<file path="src/rtl/apb_spi_bridge.sv">
// apb_spi_bridge: APB3 slave feeding TX/RX byte FIFOs through the spi_if din/wr/rd/cmd handshake
module apb_spi_bridge #(
  parameter int FIFO_DEPTH  = 4,
  parameter int CFG_IRQ_BIT = 2
) (
  input  logic        clk,
  input  logic        rst,
  input  logic        psel,
  input  logic        penable,
  input  logic        pwrite,
  input  logic [3:0]  paddr,
  input  logic [31:0] pwdata,
  output logic [31:0] prdata,
  output logic        pready,
  output logic        pslverr,
  output logic [7:0]  spi_din,
  output logic        spi_cmd,
  output logic        spi_wr,
  output logic        spi_rd,
  input  logic [7:0]  spi_dout,
  input  logic        spi_irq,
  output logic        irq
);
  localparam int AW = $clog2(FIFO_DEPTH);
  typedef enum logic [1:0] {IDLE, LOAD, WAIT, CAPTURE} state_t;
  state_t state, state_nx;
  logic [7:0] tx_mem [FIFO_DEPTH];
  logic [7:0] rx_mem [FIFO_DEPTH];
  logic [AW-1:0] tx_wp, tx_rp, rx_wp, rx_rp;
  logic [AW:0] tx_cnt, rx_cnt;
  logic [7:0] ctrl_shadow, rd_byte;
  logic cmd_pend, irq_en, done;
  logic access, wr_acc, rd_acc, busy;
  logic tx_empty, tx_full, rx_empty, rx_full;
  logic tx_push, tx_pop, rx_push, rx_pop, ctrl_wr, done_set, done_clr;
  logic [1:0] sel;
  logic unused;
  assign unused   = ^{pwdata[31:8], paddr[1:0]};
  assign sel      = paddr[3:2];
  assign access   = psel & penable;
  assign wr_acc   = access & pwrite;
  assign rd_acc   = access & ~pwrite;
  assign tx_empty = tx_cnt == '0;
  assign tx_full  = tx_cnt == (AW+1)'(FIFO_DEPTH);
  assign rx_empty = rx_cnt == '0;
  assign rx_full  = rx_cnt == (AW+1)'(FIFO_DEPTH);
  assign busy     = (state != IDLE) | cmd_pend;
  assign tx_push  = wr_acc & (sel == 2'd0) & ~tx_full;
  assign tx_pop   = state == LOAD;
  assign rx_push  = state == CAPTURE;
  assign rx_pop   = rd_acc & (sel == 2'd0) & ~rx_empty;
  assign ctrl_wr  = wr_acc & (sel == 2'd1) & ~busy;
  assign done_set = (state == CAPTURE) & tx_empty & ~tx_push;
  assign done_clr = wr_acc & (sel == 2'd3) & pwdata[1];
  assign pready   = 1'b1;
  assign pslverr  = access & ((sel == 2'd0) ? (pwrite ? tx_full : rx_empty) : (sel == 2'd1) & pwrite & busy);
  assign rd_byte  = (sel == 2'd0) ? (rx_empty ? 8'h00 : rx_mem[rx_rp]) :
                    (sel == 2'd1) ? ctrl_shadow :
                    (sel == 2'd2) ? {2'b00, busy, done, rx_full, rx_empty, tx_full, tx_empty} :
                                    {6'b0, done, irq_en};
  assign prdata   = {24'b0, rd_byte};
  assign spi_cmd  = cmd_pend;
  assign spi_wr   = state == LOAD;
  assign spi_rd   = state == CAPTURE;
  assign spi_din  = cmd_pend ? (ctrl_shadow | (8'd1 << CFG_IRQ_BIT)) : spi_wr ? tx_mem[tx_rp] : 8'h00;
  assign irq      = irq_en & done;
  // An accepted CTRL write also blocks launch so spi_cmd and spi_wr never overlap
  always_comb begin
    state_nx = state;
    case (state)
      IDLE:    state_nx = (~cmd_pend & ~ctrl_wr & ~tx_empty & ~rx_full) ? LOAD : IDLE;
      LOAD:    state_nx = WAIT;
      WAIT:    state_nx = spi_irq ? CAPTURE : WAIT;
      default: state_nx = IDLE;
    endcase
  end
  always_ff @(posedge clk) begin
    if (tx_push) tx_mem[tx_wp] <= pwdata[7:0];
    if (rx_push) rx_mem[rx_wp] <= spi_dout;
  end
  always_ff @(posedge clk) begin
    if (rst) begin
      state       <= IDLE;
      tx_wp       <= '0;
      tx_rp       <= '0;
      rx_wp       <= '0;
      rx_rp       <= '0;
      tx_cnt      <= '0;
      rx_cnt      <= '0;
      ctrl_shadow <= '0;
      cmd_pend    <= 1'b0;
      irq_en      <= 1'b0;
      done        <= 1'b0;
    end else begin
      state    <= state_nx;
      tx_wp    <= tx_wp + AW'(tx_push);
      tx_rp    <= tx_rp + AW'(tx_pop);
      rx_wp    <= rx_wp + AW'(rx_push);
      rx_rp    <= rx_rp + AW'(rx_pop);
      tx_cnt   <= tx_cnt + (AW+1)'(tx_push) - (AW+1)'(tx_pop);
      rx_cnt   <= rx_cnt + (AW+1)'(rx_push) - (AW+1)'(rx_pop);
      cmd_pend <= ctrl_wr;
      done     <= done_set | (done & ~done_clr);
      if (ctrl_wr) ctrl_shadow <= pwdata[7:0];
      if (wr_acc && sel == 2'd3) irq_en <= pwdata[0];
    end
  end
endmodule

</file>
<file path="config.mk">
export PLATFORM = sky130hd
export DESIGN_NAME = apb_spi_bridge
export DESIGN_NICKNAME = d
export VERILOG_FILES = /design/src/rtl/apb_spi_bridge.sv
export SDC_FILE = /design/constraint.sdc
export NUM_CORES = 1
export LEC_CHECK = 0
export BUFFER_PORTS_ARGS = -buffer_cell sky130_fd_sc_hd__buf_2
export CAP_MARGIN = 20
export CORE_ASPECT_RATIO = 2
export CORE_UTILIZATION = 25
export DETAILED_ROUTE_END_ITERATION = 12
export GPL_TIMING_DRIVEN = 0
export HOLD_SLACK_MARGIN = 0.12
export PLACE_DENSITY = 0.39
export REMOVE_ABC_BUFFERS = 1
export SLEW_MARGIN = 20
export SYNTH_ARGS = -nofsm -noshare
export SYNTH_HDL_FRONTEND = slang
export SYNTH_SLANG_ARGS = --single-unit
export TNS_END_PERCENT = 5
</file>
<file path="constraint.sdc">
create_clock -name clk -period 2.9 [get_ports clk]
set_clock_uncertainty 0.05 [all_clocks]
set_input_delay 0.29 -clock clk [delete_from_list [all_inputs] [get_ports clk]]
set_output_delay 0.29 -clock clk [all_outputs]
set_load 0.005 [all_outputs]
</file>
==> key figures <==
STA
  • Accumulated negative setup slack: 0 ns
  • Min Clock Period, post-route: 2.574 ns
  • Setup slack of the critical path after layout: 0.3262 ns
  • Final Cycle Share: 88.75%
  • Hold violation total from the final report: 0
  • Number of setup violations in the final report: 0
  • Maximum frequency from static timing analysis: 388.5 MHz
  • Slew at the pin with the worst max-slew slack: 0.9190 ns
  • Max-slew violations: 0
  • RSZ-0062 raised after global routing: no
  • Remaining max-slew budget at the tightest pin: 38.51%
  • Post-route worst hold slack: 0.1351 ns

Routing
  • DRC marker count from the first detailed-route iteration: 126
  • Number of design rule violations left after detail routing: 0
  • Number of antenna-violating nets in the routed design: 0
  • Count of TritonRoute iterations in the first routing pass: 4
  • Total wirelength of the detailed-routed design: 9335 um
  • Routed length per instance: 16.82 um
  • Post-DR vias/cell: 4.375
  • Number of vias after detailed routing: 2428

Global routing
  • Gr ovfl total: 0
  • Overall track demand over capacity in global routing: 11.68%
  • Met1 routing resource usage after global routing: 12.51%
  • Most Used Layer, Global Route: met2
  • First-pass GRT wire length: 14180 um
  • Global Route met3 Usage: 2.688%
  • Number of global-route vias before repair: 2452
  • GR Layer Usage met2: 21.15%
  • Number of antenna violations at the first check in global routing: 0
  • Largest net degree at the start of global routing: 30

Synthesis
  • Mean instance size in the synthesized netlist: 13.82 um^2
  • Cell types with the largest area share after synthesis: sky130_fd_sc_hd__edfxtp_1, sky130_fd_sc_hd__dfxtp_1, sky130_fd_sc_hd__mux4_2
  • Largest area contributor in the netlist: sky130_fd_sc_hd__edfxtp_1
  • Flip-flop cell with the highest count after synthesis: sky130_fd_sc_hd__edfxtp_1
  • Number of enable flip-flop cells after synthesis: 64
  • Share of the synthesized area in the top cell type: 46.52%
  • Library cell with the highest instance count after synthesis: sky130_fd_sc_hd__edfxtp_1
  • Synth cell types: 51
  • Fraction of registers with async set or reset after synthesis: 0%
  • FF+latch count, synth: 91
  • Cell count after synthesis: 299
  • Top cells by count, synth: sky130_fd_sc_hd__edfxtp_1, sky130_fd_sc_hd__dfxtp_1, sky130_fd_sc_hd__buf_4
  • Mapped Area: 4131 um^2
  • Sequential cell area fraction in the yosys report: 59.60%
  • Total of warnings raised by yosys: 0

Final layout
  • Layout cells sized above 1: 25.36%
  • Post-layout utilization of the core: 29.91%
  • Non-filler instance count after layout: 555
  • Area growth, synth to finish: 17.17%
  • Filler Cell Count: 1668
  • Number of nets in the layout: 409
  • Area of all placed cells without fillers: 4841 um^2
  • Inserted Diodes: 0

Setup path
  • Arrival time at the worst endpoint: 2.78 ns
  • Critical path peak fanout: 12
  • Crit. End Element: register
  • Worst path required time: 3.10 ns
  • Setup slack of the most critical reg-to-reg path: 0.38 ns
  • Path type of the worst setup path: primary input to register
  • Startpoint Class: primary input

Die
  • X dimension of the die: 92.90 um
  • Die Span Y: 183.8 um
  • CORE AREA: 16190 um^2
  • Total die area: 17080 um^2
  • Number of placement rows: 66
  • Initial standard-cell utilization of the core: 25.53%
  • Count of boundary I/O pins: 96

Placement
  • Final RePlAce weighted congestion: 0.7347
  • Worst setup timing slack at the placement stage: -0.03696 ns
  • Port buffer count: 44
  • Number of instances in the placed design: 531
  • Dpl hpwl: 7008 um
  • Placed Area: 4461 um^2

Power
  • Peak ir drop on the vdd network: 0.4066 mV
  • Areal power density over the cells: 669.5 nW/um^2
  • Overall power: 3.241 mW
  • Leakage power total: 1.792 nW

Clocking
  • CTS Root Buffer Type: sky130_fd_sc_hd__clkbuf_16
  • CTS Sinks: 91
  • Buffer levels on the longest clock path: 2
  • Clock slew at reported path FFs: 0.07 ns
  • Total CTS buffers: 9
  • Htree depth: 3
  • CTS tree: built
  • Clock latency on the worst-skew pair: 0.34 ns

Job
  • Max_cap viols: 0

Outcome
  • Result of the run: complete, no violations

Worst hold path
  • Min-delay worst type: primary input to register
==> cells in the final DEF, fill, tap and decap left out, types with 2 or more instances in the layout <==
master / Yosys / layout
sky130_fd_sc_hd__a21oi_1: 11 / 11
sky130_fd_sc_hd__nor3_1: 5 / 4
sky130_fd_sc_hd__a221o_1: 2 / 2
sky130_fd_sc_hd__nor3_2: 1 / 2
sky130_fd_sc_hd__conb_1: 2 / 25
sky130_fd_sc_hd__buf_2: 4 / 44
sky130_fd_sc_hd__clkbuf_16: 0 / 10
sky130_fd_sc_hd__and3_1: 3 / 3
sky130_fd_sc_hd__inv_6: 0 / 2
sky130_fd_sc_hd__o21ai_0: 10 / 10
sky130_fd_sc_hd__fa_1: 2 / 2
sky130_fd_sc_hd__or3_1: 2 / 2
sky130_fd_sc_hd__xnor2_1: 3 / 3
sky130_fd_sc_hd__clkinv_4: 0 / 2
sky130_fd_sc_hd__nor2b_1: 12 / 12
sky130_fd_sc_hd__dlygate4sd3_1: 0 / 8
sky130_fd_sc_hd__edfxtp_1: 64 / 64
sky130_fd_sc_hd__ha_1: 11 / 11
sky130_fd_sc_hd__mux2i_1: 2 / 2
sky130_fd_sc_hd__and2_1: 3 / 3
sky130_fd_sc_hd__xor2_1: 3 / 3
sky130_fd_sc_hd__mux4_2: 16 / 16
sky130_fd_sc_hd__inv_1: 6 / 6
sky130_fd_sc_hd__a21o_1: 2 / 2
sky130_fd_sc_hd__nor2_1: 11 / 11
sky130_fd_sc_hd__nand3_1: 14 / 14
sky130_fd_sc_hd__buf_4: 26 / 2
sky130_fd_sc_hd__nand2_1: 11 / 11
sky130_fd_sc_hd__nor3b_2: 2 / 4
sky130_fd_sc_hd__a32o_1: 2 / 2
sky130_fd_sc_hd__dfxtp_1: 27 / 27
sky130_fd_sc_hd__a22o_1: 8 / 8
==> final timing paths <==
kind,startpoint,endpoint,cells past startpoint
setup / recovery,pwrite,tx_cnt[2],11
hold / removal,pwdata[3],tx_mem[3][3],1
setup reg to reg,tx_cnt[1],tx_cnt[2],10
hold reg to reg,irq_en,irq_en,2
==> routing by layer <==
layer | vias to the layer above | share of wire [%]
li1 | 1164 | -
met1 | 1187 | 39
met2 | 70 | 55
met3 | 7 | 4.1
met4 | 0 | 2.4
met5 | - | 0
==> sequential cells by signal, summed over array words and instances, names as in the netlist <==
| signal | flops |
|---|---|
| ctrl_shadow | 8 |
| irq_en | 1 |
| done | 1 |
| rx_mem | 32 |
| tx_wp | 2 |
| tx_cnt | 3 |
| rx_rp | 2 |
| tx_mem | 32 |
| state | 2 |
| rx_cnt | 3 |
| rx_wp | 2 |
| spi_cmd | 1 |
| tx_rp | 2 |
==> logic make-up after synthesis <==
kind of cell    after synthesis  synth area share [%]
other cells                   2                0.1818
mux                          19                 9.479
simple gates                 78                 11.05
fa+ha+maj                    13                 4.300
buf+inv                      48                 7.056
flops                        91                 59.60
xor+xnor                      6                 1.272
compound gates               42                 7.057
==> cell type report <==
type	instances	area, um^2	area share [%]
Sequential cell	91	2462	50.87
Multi-Input combinational cell	183	1485	30.68
Timing Repair Buffer	54	315.3	6.513
Tap cell	204	255.2	5.273
Clock buffer	11	254.0	5.247
Clock inverter	5	41.29	0.8529
Inverter	7	27.53	0.5686
==> power by group <==
part	switching, mW	internal (mW)	total [mW]
logic	0.289	0.279	0.568
registers	0.0853	1.45	1.53
clock network	0.498	0.643	1.14
==> worst max-delay path, stage by stage <==
cell and delay [ns]:
sky130_fd_sc_hd__buf_2 0.13, sky130_fd_sc_hd__nand3_1 0.34, sky130_fd_sc_hd__or3_1 0.63, sky130_fd_sc_hd__ha_1 0.33
sky130_fd_sc_hd__inv_1 0.05, sky130_fd_sc_hd__ha_1 0.13, sky130_fd_sc_hd__inv_1 0.05, sky130_fd_sc_hd__fa_1 0.37
sky130_fd_sc_hd__xor2_1 0.16, sky130_fd_sc_hd__and2_1 0.16, sky130_fd_sc_hd__nor3_1 0.13
==> what timing repair did <==
item,CTS,global route
hold buffers,8,0
resized for setup,0,1
setup buffers,0,0
setup endpoints to repair,0,1
hold endpoints to repair,32,0
Power figures use the tool's default switching activity.
